<file path="src/rtl/core_if_pf_if.sv">
// -----------------------------------------------------------------------------
// core_if_pf_if
// Instruction-side Wishbone pipelined read bus between the prefetching fetch
// stage (master) and the instruction memory / bus fabric (slave).
//
// Signals:
//   wb_cyc_o   master->slave  bus cycle active
//   wb_stb_o   master->slave  request strobe
//   wb_we_o    master->slave  write enable (reads only, always 0)
//   wb_adr_o   master->slave  request address, ADDR_W bits
//   wb_stall_i slave->master  request not accepted this cycle
//   wb_ack_i   slave->master  read data valid, in request order
//   wb_dat_i   slave->master  read data, DATA_W bits
// -----------------------------------------------------------------------------
interface core_if_pf_if #(
   parameter int ADDR_W = 32,
   parameter int DATA_W = 32
);
   logic              wb_cyc_o;
   logic              wb_stb_o;
   logic              wb_we_o;
   logic [ADDR_W-1:0] wb_adr_o;
   logic              wb_stall_i;
   logic              wb_ack_i;
   logic [DATA_W-1:0] wb_dat_i;

   modport master (
      output wb_cyc_o, wb_stb_o, wb_we_o, wb_adr_o,
      input  wb_stall_i, wb_ack_i, wb_dat_i
   );

   modport slave (
      input  wb_cyc_o, wb_stb_o, wb_we_o, wb_adr_o,
      output wb_stall_i, wb_ack_i, wb_dat_i
   );
endinterface

</file>
<file path="src/rtl/core_if_pf.sv">
// -----------------------------------------------------------------------------
// core_if_pf
// Prefetching instruction-fetch stage. Issues back-to-back Wishbone pipelined
// reads, keeps up to MAX_OUTSTANDING requests in flight and buffers returned
// instructions with their PCs in a FIFO ahead of decode. A set_pc redirect
// flushes the FIFO and drops every response still in flight.
//
// Ports:
//   clk, rst   clock and synchronous active-high reset
//   wb         Wishbone master modport (cyc/stb/we/adr out, stall/ack/dat in)
//   if_halt    decode not consuming this cycle
//   set_pc     redirect request; new_pc is the target (low bits forced 0)
//   if_valid   FIFO head valid
//   if_pc      PC of the head entry (0 when empty)
//   if_instr   head instruction (NOP_INSTR when empty)
// -----------------------------------------------------------------------------
module core_if_pf #(
   parameter int                 ADDR_W          = 32,
   parameter int                 DATA_W          = 32,
   parameter int                 FIFO_DEPTH      = 4,
   parameter int                 MAX_OUTSTANDING = 2,
   parameter logic [ADDR_W-1:0]  RESET_PC        = {ADDR_W{1'b0}},
   parameter logic [5:0]         OPCODE_NOP      = 6'b000000,
   parameter logic [DATA_W-1:0]  NOP_INSTR       = {OPCODE_NOP, {(DATA_W-6){1'b0}}}
) (
   input  logic              clk,
   input  logic              rst,
   core_if_pf_if.master      wb,
   input  logic              if_halt,
   input  logic              set_pc,
   input  logic [ADDR_W-1:0] new_pc,
   output logic              if_valid,
   output logic [ADDR_W-1:0] if_pc,
   output logic [DATA_W-1:0] if_instr
);
   localparam int                PTR_W      = $clog2(FIFO_DEPTH);
   localparam int                CNT_W      = PTR_W + 1;
   localparam logic [CNT_W-1:0]  DEPTH_C    = CNT_W'(FIFO_DEPTH);
   localparam logic [CNT_W-1:0]  MAX_OUT_C  = CNT_W'(MAX_OUTSTANDING);
   localparam logic [CNT_W-1:0]  CNT_ONE    = CNT_W'(1);
   localparam logic [CNT_W-1:0]  CNT_ZERO   = CNT_W'(0);
   localparam logic [PTR_W-1:0]  PTR_ONE    = PTR_W'(1);
   localparam logic [ADDR_W-1:0] PC_STEP    = ADDR_W'(DATA_W/8);
   localparam logic [ADDR_W-1:0] ALIGN_MASK = ~(ADDR_W'(DATA_W/8 - 1));

   logic [ADDR_W-1:0] req_pc_r;
   logic [ADDR_W-1:0] resp_pc_r;
   logic [DATA_W-1:0] instr_mem_r [FIFO_DEPTH];
   logic [ADDR_W-1:0] pc_mem_r    [FIFO_DEPTH];
   logic [PTR_W-1:0]  wr_ptr_r;
   logic [PTR_W-1:0]  rd_ptr_r;
   logic [CNT_W-1:0]  count_r;
   logic [CNT_W-1:0]  outstanding_r;
   logic [CNT_W-1:0]  discard_r;

   logic [CNT_W:0]    credit_sum_s;
   logic              issue_s;
   logic              accept_s;
   logic              ack_s;
   logic              push_s;
   logic              pop_s;
   logic [CNT_W-1:0]  outstanding_nxt_s;
   logic [CNT_W-1:0]  count_nxt_s;
   logic [CNT_W-1:0]  discard_nxt_s;
   logic [ADDR_W-1:0] target_pc_s;

   // Issue/accept/ack/push/pop decisions and next counter values.
   always_comb begin
      credit_sum_s      = {1'b0, count_r} + {1'b0, outstanding_r};
      issue_s           = 1'b0;
      accept_s          = 1'b0;
      ack_s             = 1'b0;
      push_s            = 1'b0;
      pop_s             = 1'b0;
      outstanding_nxt_s = outstanding_r;
      count_nxt_s       = count_r;
      discard_nxt_s     = discard_r;
      target_pc_s       = new_pc & ALIGN_MASK;

      // Credits cover both buffered and in-flight entries, so a push can
      // never meet a full FIFO.
      if (!rst && (outstanding_r < MAX_OUT_C) && (credit_sum_s < {1'b0, DEPTH_C})) begin
         issue_s = 1'b1;
      end else begin
         issue_s = 1'b0;
      end
      accept_s = issue_s && !wb.wb_stall_i;
      // An ack with nothing in flight is ignored to keep the counter sane.
      ack_s    = wb.wb_ack_i && (outstanding_r != CNT_ZERO);

      if (ack_s && (discard_r != CNT_ZERO)) begin
         discard_nxt_s = discard_r - CNT_ONE;
         push_s        = 1'b0;
      end else begin
         discard_nxt_s = discard_r;
         // A redirect drops the ack arriving in the same cycle.
         push_s        = ack_s && !set_pc;
      end
      pop_s = (count_r != CNT_ZERO) && !if_halt && !set_pc;

      case ({accept_s, ack_s})
         2'b10:   outstanding_nxt_s = outstanding_r + CNT_ONE;
         2'b01:   outstanding_nxt_s = outstanding_r - CNT_ONE;
         default: outstanding_nxt_s = outstanding_r;
      endcase

      case ({push_s, pop_s})
         2'b10:   count_nxt_s = count_r + CNT_ONE;
         2'b01:   count_nxt_s = count_r - CNT_ONE;
         default: count_nxt_s = count_r;
      endcase
   end

   // Control state: request/response PCs, FIFO pointers and bus counters.
   always_ff @(posedge clk) begin
      if (rst) begin
         req_pc_r      <= RESET_PC;
         resp_pc_r     <= RESET_PC;
         wr_ptr_r      <= {PTR_W{1'b0}};
         rd_ptr_r      <= {PTR_W{1'b0}};
         count_r       <= CNT_ZERO;
         outstanding_r <= CNT_ZERO;
         discard_r     <= CNT_ZERO;
      end else begin
         outstanding_r <= outstanding_nxt_s;
         if (set_pc) begin
            // Everything still in flight after this edge belongs to the old
            // stream, including a request accepted in this very cycle.
            req_pc_r  <= target_pc_s;
            resp_pc_r <= target_pc_s;
            wr_ptr_r  <= {PTR_W{1'b0}};
            rd_ptr_r  <= {PTR_W{1'b0}};
            count_r   <= CNT_ZERO;
            discard_r <= outstanding_nxt_s;
         end else begin
            if (accept_s) begin
               req_pc_r <= req_pc_r + PC_STEP;
            end
            if (push_s) begin
               resp_pc_r <= resp_pc_r + PC_STEP;
               wr_ptr_r  <= wr_ptr_r + PTR_ONE;
            end
            if (pop_s) begin
               rd_ptr_r <= rd_ptr_r + PTR_ONE;
            end
            count_r   <= count_nxt_s;
            discard_r <= discard_nxt_s;
         end
      end
   end

   // FIFO storage; the response PC counter tags each kept instruction.
   always_ff @(posedge clk) begin
      if (push_s && !rst) begin
         instr_mem_r[wr_ptr_r] <= wb.wb_dat_i;
         pc_mem_r[wr_ptr_r]    <= resp_pc_r;
      end
   end

   assign wb.wb_stb_o = issue_s;
   assign wb.wb_cyc_o = !rst && (issue_s || (outstanding_r != CNT_ZERO));
   assign wb.wb_we_o  = 1'b0;
   assign wb.wb_adr_o = rst ? RESET_PC : req_pc_r;

   assign if_valid = !rst && (count_r != CNT_ZERO);
   assign if_pc    = if_valid ? pc_mem_r[rd_ptr_r]    : {ADDR_W{1'b0}};
   assign if_instr = if_valid ? instr_mem_r[rd_ptr_r] : NOP_INSTR;
endmodule

</file>
<file path="src/flat_wrapper.sv">
// flat-port wrapper written by rule: the top's interface ports become plain ports
module core_if_pf_flat 
#(
   parameter int                 ADDR_W          = 32,
   parameter int                 DATA_W          = 32,
   parameter int                 FIFO_DEPTH      = 4,
   parameter int                 MAX_OUTSTANDING = 2,
   parameter logic [ADDR_W-1:0]  RESET_PC        = {ADDR_W{1'b0}},
   parameter logic [5:0]         OPCODE_NOP      = 6'b000000,
   parameter logic [DATA_W-1:0]  NOP_INSTR       = {OPCODE_NOP, {(DATA_W-6){1'b0}}}
)
  (clk, rst, if_halt, set_pc, new_pc, if_valid, if_pc, if_instr, wb_wb_cyc_o, wb_wb_stb_o, wb_wb_we_o, wb_wb_adr_o, wb_wb_stall_i, wb_wb_ack_i, wb_wb_dat_i);
  core_if_pf_if #(.ADDR_W(ADDR_W), .DATA_W(DATA_W)) wb_i ();
  input  logic clk;
  input  logic rst;
  input  logic if_halt;
  input  logic set_pc;
  input  logic [ADDR_W-1:0] new_pc;
  output logic if_valid;
  output logic [ADDR_W-1:0] if_pc;
  output logic [DATA_W-1:0] if_instr;
  output wire logic [$bits(wb_i.wb_cyc_o)-1:0] wb_wb_cyc_o;
  output wire logic [$bits(wb_i.wb_stb_o)-1:0] wb_wb_stb_o;
  output wire logic [$bits(wb_i.wb_we_o)-1:0] wb_wb_we_o;
  output wire logic [$bits(wb_i.wb_adr_o)-1:0] wb_wb_adr_o;
  input wire logic [$bits(wb_i.wb_stall_i)-1:0] wb_wb_stall_i;
  input wire logic [$bits(wb_i.wb_ack_i)-1:0] wb_wb_ack_i;
  input wire logic [$bits(wb_i.wb_dat_i)-1:0] wb_wb_dat_i;
  assign wb_wb_cyc_o = wb_i.wb_cyc_o;
  assign wb_wb_stb_o = wb_i.wb_stb_o;
  assign wb_wb_we_o = wb_i.wb_we_o;
  assign wb_wb_adr_o = wb_i.wb_adr_o;
  assign wb_i.wb_stall_i = wb_wb_stall_i;
  assign wb_i.wb_ack_i = wb_wb_ack_i;
  assign wb_i.wb_dat_i = wb_wb_dat_i;
  core_if_pf #(.ADDR_W(ADDR_W), .DATA_W(DATA_W), .FIFO_DEPTH(FIFO_DEPTH), .MAX_OUTSTANDING(MAX_OUTSTANDING), .RESET_PC(RESET_PC), .OPCODE_NOP(OPCODE_NOP), .NOP_INSTR(NOP_INSTR)) u_core (.clk(clk), .rst(rst), .wb(wb_i), .if_halt(if_halt), .set_pc(set_pc), .new_pc(new_pc), .if_valid(if_valid), .if_pc(if_pc), .if_instr(if_instr));
endmodule
</file>
<file path="config.mk">
export PLATFORM = sky130hd
export DESIGN_NAME = core_if_pf_flat
export DESIGN_NICKNAME = d
export VERILOG_FILES = /design/src/rtl/core_if_pf_if.sv /design/src/rtl/core_if_pf.sv /design/src/flat_wrapper.sv
export SDC_FILE = /design/constraint.sdc
export NUM_CORES = 1
export LEC_CHECK = 0
export CORE_AREA = 2 2 169 171
export DETAILED_ROUTE_END_ITERATION = 10
export DIE_AREA = 0 0 171 173
export PLACE_DENSITY_LB_ADDON = 0.05
export SYNTH_ARGS = -nofsm -noshare
export SYNTH_HDL_FRONTEND = slang
export SYNTH_SLANG_ARGS = --single-unit
</file>
<file path="constraint.sdc">
create_clock -name clk -period 4.4 [get_ports clk]
set_input_delay 0.88 -clock clk [delete_from_list [all_inputs] [get_ports clk]]
set_output_delay 0.88 -clock clk [all_outputs]
set_load 0.05 [all_outputs]
</file>
; ---- Word level (Yosys, flattened, before mapping)
; Memories as Yosys holds them, arrays and structs flattened. A register that Yosys moved wholly into a read port is not among the register bits.
; Index checks and enable logic that the tools add are counted.
[classes]
n_eq_ne = 4
n_lt_le_gt_ge = 2
mux = 19
n_addsub = 10
reduce_logical = 24
[op_table]
columns = cell, count
row1 = 2-to-1 mux 32 bit, 7
row2 = "adder 32 x 3 -> 32 bit, second input constant", 2
row3 = one-hot mux 3 bit (2 select lines), 2
row4 = logical AND 1 bit, 11
row5 = nonzero test 3 bit, 3
row6 = "subtractor 3 x 1 -> 3 bit, second input constant", 3
row7 = 2-to-1 mux 2 bit, 4
row8 = nonzero test 2 bit, 4
row9 = "adder 3 x 1 -> 3 bit, second input constant", 2
row10 = 2-to-1 mux 3 bit, 2
row11 = "adder 2 x 1 -> 2 bit, second input constant", 2
row12 = adder 3 x 3 -> 4 bit, 1
row13 = "== test 2 x 1 -> 1 bit, second input constant", 2
row14 = "== test 2 bit, second input constant", 2
row15 = logical NOT 1 bit, 4
row16 = "less-than comparator 4 x 3 -> 1 bit, second input constant", 1
row17 = 2-to-1 mux 1 bit, 4
row18 = "less-than comparator 3 x 2 -> 1 bit, second input constant", 1
row19 = OR reduction 2 bit, 1
row20 = logical OR 1 bit, 1
[totals]
output_inout_bits = 100
input_bits = 70
reg_bits = 77
ram_bits = 256
memories = 2
[mem_list]
columns = memory, depth, width, rd, rd_ports_with_merged_regs, write_ports, line
row1 = u_core.instr_mem_r, 4, 32, 1, 1, 1, core_if_pf.sv:48  ; logic [DATA_W-1:0] instr_mem_r [FIFO_DEPTH];
row2 = u_core.pc_mem_r, 4, 32, 1, 1, 1, core_if_pf.sv:49  ; logic [ADDR_W-1:0] pc_mem_r [FIFO_DEPTH];

; ---- Logic depth before layout (Yosys ltp)
[logic_depth]
depth_word = 8
mapped_depth = 13

; ---- Worst setup path before layout
; OpenSTA, ideal clock, no wires.
[synth_path]
path_kind = input to register
from = input wb_wb_ack_i
to = memory u_core.instr_mem_r[0][0], enable pin
n_path_buf = 1
setup_slack_ns = 0.952
cell_stages = 6
arrival_time_ns = 3.021
cell_sequence = o31a_2 > and2_1 > buf_2 > inv_1 > nor2_1 > and2_1
[synth_between]
elab_chain_len = 6
word_cells_on_any_way = 7
cone_classes = mux (3) / reduce/logical (4)
[synth_lines]
columns = item, line
row1 = from (decl), flat_wrapper.sv:27  ; input wire logic [$bits(wb_i.wb_ack_i)-1:0] wb_wb_ack_i;
row2 = logical AND 1 bit (*), core_if_pf.sv:89  ; ack_s = wb.wb_ack_i && (outstanding_r != CNT_ZERO);
row3 = "logical AND 1 bit, on equally long branches", "core_if_pf.sv:97, core_if_pf.sv:91"
row4 = 2-to-1 mux 1 bit (*), core_if_pf.sv:91  ; if (ack_s && (discard_r != CNT_ZERO)) begin
row5 = logical AND 1 bit (*), core_if_pf.sv:154  ; if (push_s && !rst) begin
row6 = 2-to-1 mux 1 bit (*), core_if_pf.sv:154
row7 = 2-to-1 mux 1 bit (not written as such) (*), core_if_pf.sv:155  ; instr_mem_r[wr_ptr_r] <= wb.wb_dat_i;
row8 = to (decl), core_if_pf.sv:48
; Mark *: on every way between the ends. The rest lies on a longest branch, timed or not.

==> results.md <==
- Nets: 1169
- Critical path capture point type: output pin
- DRT iter0 DRCs: 563
- RSZ-0062 raised after global routing: no
- Post-route cell area: 0.01690 mm2
- Async SR Flop Fraction: 0%
- Routability Congestion: 0.7765
- Slowest stage delay, CP: 690 ps
- DR vias/cell: 5.330
- Yosys top cell by area: edfxtp_1
- Power Density: 410.7 mW/mm2
- Crit path max fanout: 25
- Routed Antenna Nets: 0
- Minimum clock period after layout: 3806 ps
- DRT Pass-1 Iters: 5
- Cell Area, Synth: 0.01369 mm2
- Maximum VDD drop: 281.1 uV
- PostCTS Resize Cnt: 0
- Gate Count Post-Synth: 917
- Total CTS buffers: 34
- Synth Area in Compound Gates: 5.364%
- Chip height: 173 um
- Hold EP: u_core.wr_ptr_r[1]
- Top cells by area, synth: edfxtp_1 54%, dfxtp_1 11%, mux4_2 10%
- Worst relative slew slack: 46.29%
- Worst reg2reg endpoint: u_core.instr_mem_r[3][12]
- Seq cells post-synth: 323
- Port Buffers: 162
- Status: finished, final reports clean
- Critical Path Slowest Stage Cell: dfxtp_4
- Initial antenna violation count: 0
- DRC Markers: 0
- Worst Tran Pin Value: 804.6 ps
- Ys Warns: 0
- Core area: 0.02763 mm2
- Top-area cell type share of the netlist area: 54.39%
- Simple-Gate Fraction of Synth Area: 10.77%
- Final-report hold violation count: 0
- Hold_sp: u_core.wr_ptr_r[1]
- Clk slew on worst S/H paths: 60 ps
- Die area: 0.02958 mm2
- Reg2reg setup slack: 1630 ps
- Setup TNS: 0 ps
- Fin. max-slew vios: 0
- Overflow after GRT: 0
- DRT Wirelength: 28740 um
- Seq/Total Area, Yosys: 65.35%
- Crit path DAT: 2930 ps
- Mux cell area share after synthesis: 10.35%
- Placed Area: 0.01582 mm2
- Static leakage: 5.567 nW
- Avg Inst Size Synth: 14.93 um2
- Critical-path cell list: buf_12 > mux4_2 > and2_1 > clkdlybuf4s50_1
- Critical Path RT: 3520 ps
- Vias in the first global route: 7978
- Critical Setup Path Class: reg -> out
- R2R cell count: 9
- # diodes: 0
- Synth Area in XOR/XNOR: 3.710%
- Setup repair bufs after CTS: 0
- Clk sink count: 323
- # rows: 61
- Class of the worst hold path: reg -> reg
- Initial core utilization: 49.56%
- Hold-fix buffer count after cts: 0
- EDFF count, synth: 248
- Area delta synth->final: 23.42%
- I/O pin count: 170
- Final worst-path cycle share: 86.50%
- Htree depth: 2
- Total GRT Usage: 19.70%
- Synth unique cells: 48
- CP startpoint kind: register
- Largest buffer count on any clock path: 3
- F_max: 0.2627 GHz
- Adder-Cell Fraction of Synth Area: 1.389%
- WL per Instance: 19.30 um
- Clock latency on the worst-skew pair: 510 ps
- DP HPWL: 18320 um
- Routed via count: 7936
- Share of cells above drive strength 1: 13.23%
- Largest net degree at the start of global routing: 64
- First-pass GRT wire length: 45140 um
- Root Buffer: clkbuf_16
- Largest family of logic cells by synthesized area: simple AND/OR/NAND/NOR gates
- Die width: 171 um
- Setup Viol. Count Final: 0
- CTS tree: done
- Top_reg_cell synth: edfxtp_1
- Hold path depth: 2
- Max Cap Viol: 0
- Reg2reg start: u_core.discard_r[0]
- Clock skew: 19.18 ps
[Yosys cell counts (all sizes together) (8+ instances only)]
library cell / instances
a21oi: 37
buf: 21
nor2b: 31
xnor2: 16
a21boi: 47
clkbuf: 32
nand3: 21
nor3: 12
and3: 10
xor2: 42
ha: 12
edfxtp: 248
nand4: 35
nor2: 28
nor4: 8
dfxtp: 75
nand2: 21
mux4: 62
and2: 71
inv: 45
[registers in the layout (all words and copies together), names as in the netlist, named ones only]
register / cells
u_core.pc_mem_r: 120
u_core.wr_ptr_r: 2
u_core.req_pc_r: 30
u_core.instr_mem_r: 128
u_core.count_r: 3
u_core.rd_ptr_r: 2
u_core.discard_r: 3
u_core.resp_pc_r: 30
u_core.outstanding_r: 3
[logic make-up (layout without fill, tap and decap cells)]
| family | count (synthesis) | in the layout |
|---|---|---|
| other cells | 1 | 5 |
| simple gates | 249 | 249 |
| fa+ha+maj | 14 | 14 |
| xor+xnor | 58 | 58 |
| compound gates | 110 | 110 |
| flops | 323 | 323 |
| mux | 64 | 64 |
| buf+inv | 98 | 288 |
[through the flow]
step / hold WS (ps) / power (mW) / std cells / utilization [%] / worst slack [ps]
final: 503.8 / 6.940 / 1489 / 61.17 / 594.0
after global routing: 534.3 / 7.198 / 1489 / 61.17 / 408.8
after CTS: 502.5 / 7.003 / 1489 / 61.17 / 510.7
after detailed placement: 496.0 / 4.234 / 1427 / 57.25 / 901.4
after global placement: 484.7 / 4.225 / 1427 / 57.25 / 927.5
after floorplan: 460.1 / 3.981 / 921 / - / 952.4
[cells in the final DEF, fill, tap and decap left out, drive strengths merged, types with 28 or more instances in the layout]
master	Yosys	routed
clkbuf	32	50
nand4	35	35
xor2	42	42
and2	71	71
dfxtp	75	75
inv	45	47
edfxtp	248	248
mux4	62	62
nor2b	31	31
a21oi	37	37
clkdlybuf4s50	0	161
nor2	28	28
a21boi	47	47
[cell type report]
type	instances	area (um2)
well taps	378	473.0
flip-flops and latches	323	8954
clock inverters	12	151.4
clock buffers	50	930.9
multi-input cells	500	4360
fillers	2165	10730
repair buffers	181	1859
inverters	45	171.4
[report_power, final]
| group | switching, mW | internal [mW] | total (mW) | leakage (nW) |
|---|---|---|---|---|
| Combinational | 0.398 | 0.285 | 0.683 | 2.17 |
| Clock | 1.12 | 1.66 | 2.77 | 0.527 |
| Sequential | 0.0974 | 3.39 | 3.48 | 2.87 |
[critical path, delay by kind of cell, from the launching register on]
kind / cells / cell delay, ps
buffers and inverters: 2 / 980
and+or+nand+nor: 1 / 170
DFF: 1 / 690
muxes: 1 / 550
[per-layer routing]
| layer | vias up | track usage [%] | wire length (um) |
|---|---|---|---|
| li1 | 3771 | - | - |
| met1 | 3953 | 28.13 | 13180 |
| met2 | 176 | 32.02 | 13900 |
| met3 | 36 | 3.159 | 1217 |
| met4 | 0 | 4.520 | 448 |
| met5 | - | 0 | 0 |
[worst max path at each step]
stage	to	start	cells past startpoint
global route	if_instr[0]	register	4
CTS	if_pc[6]	register	4
finish	if_pc[13]	register	4
global placement	if_instr[12]	rst	5
floorplan	u_core.instr_mem_r[0][0]	wb_wb_ack_i	6
detailed placement	if_instr[12]	rst	5
No activity file was read; power rests on OpenSTA's default activity.
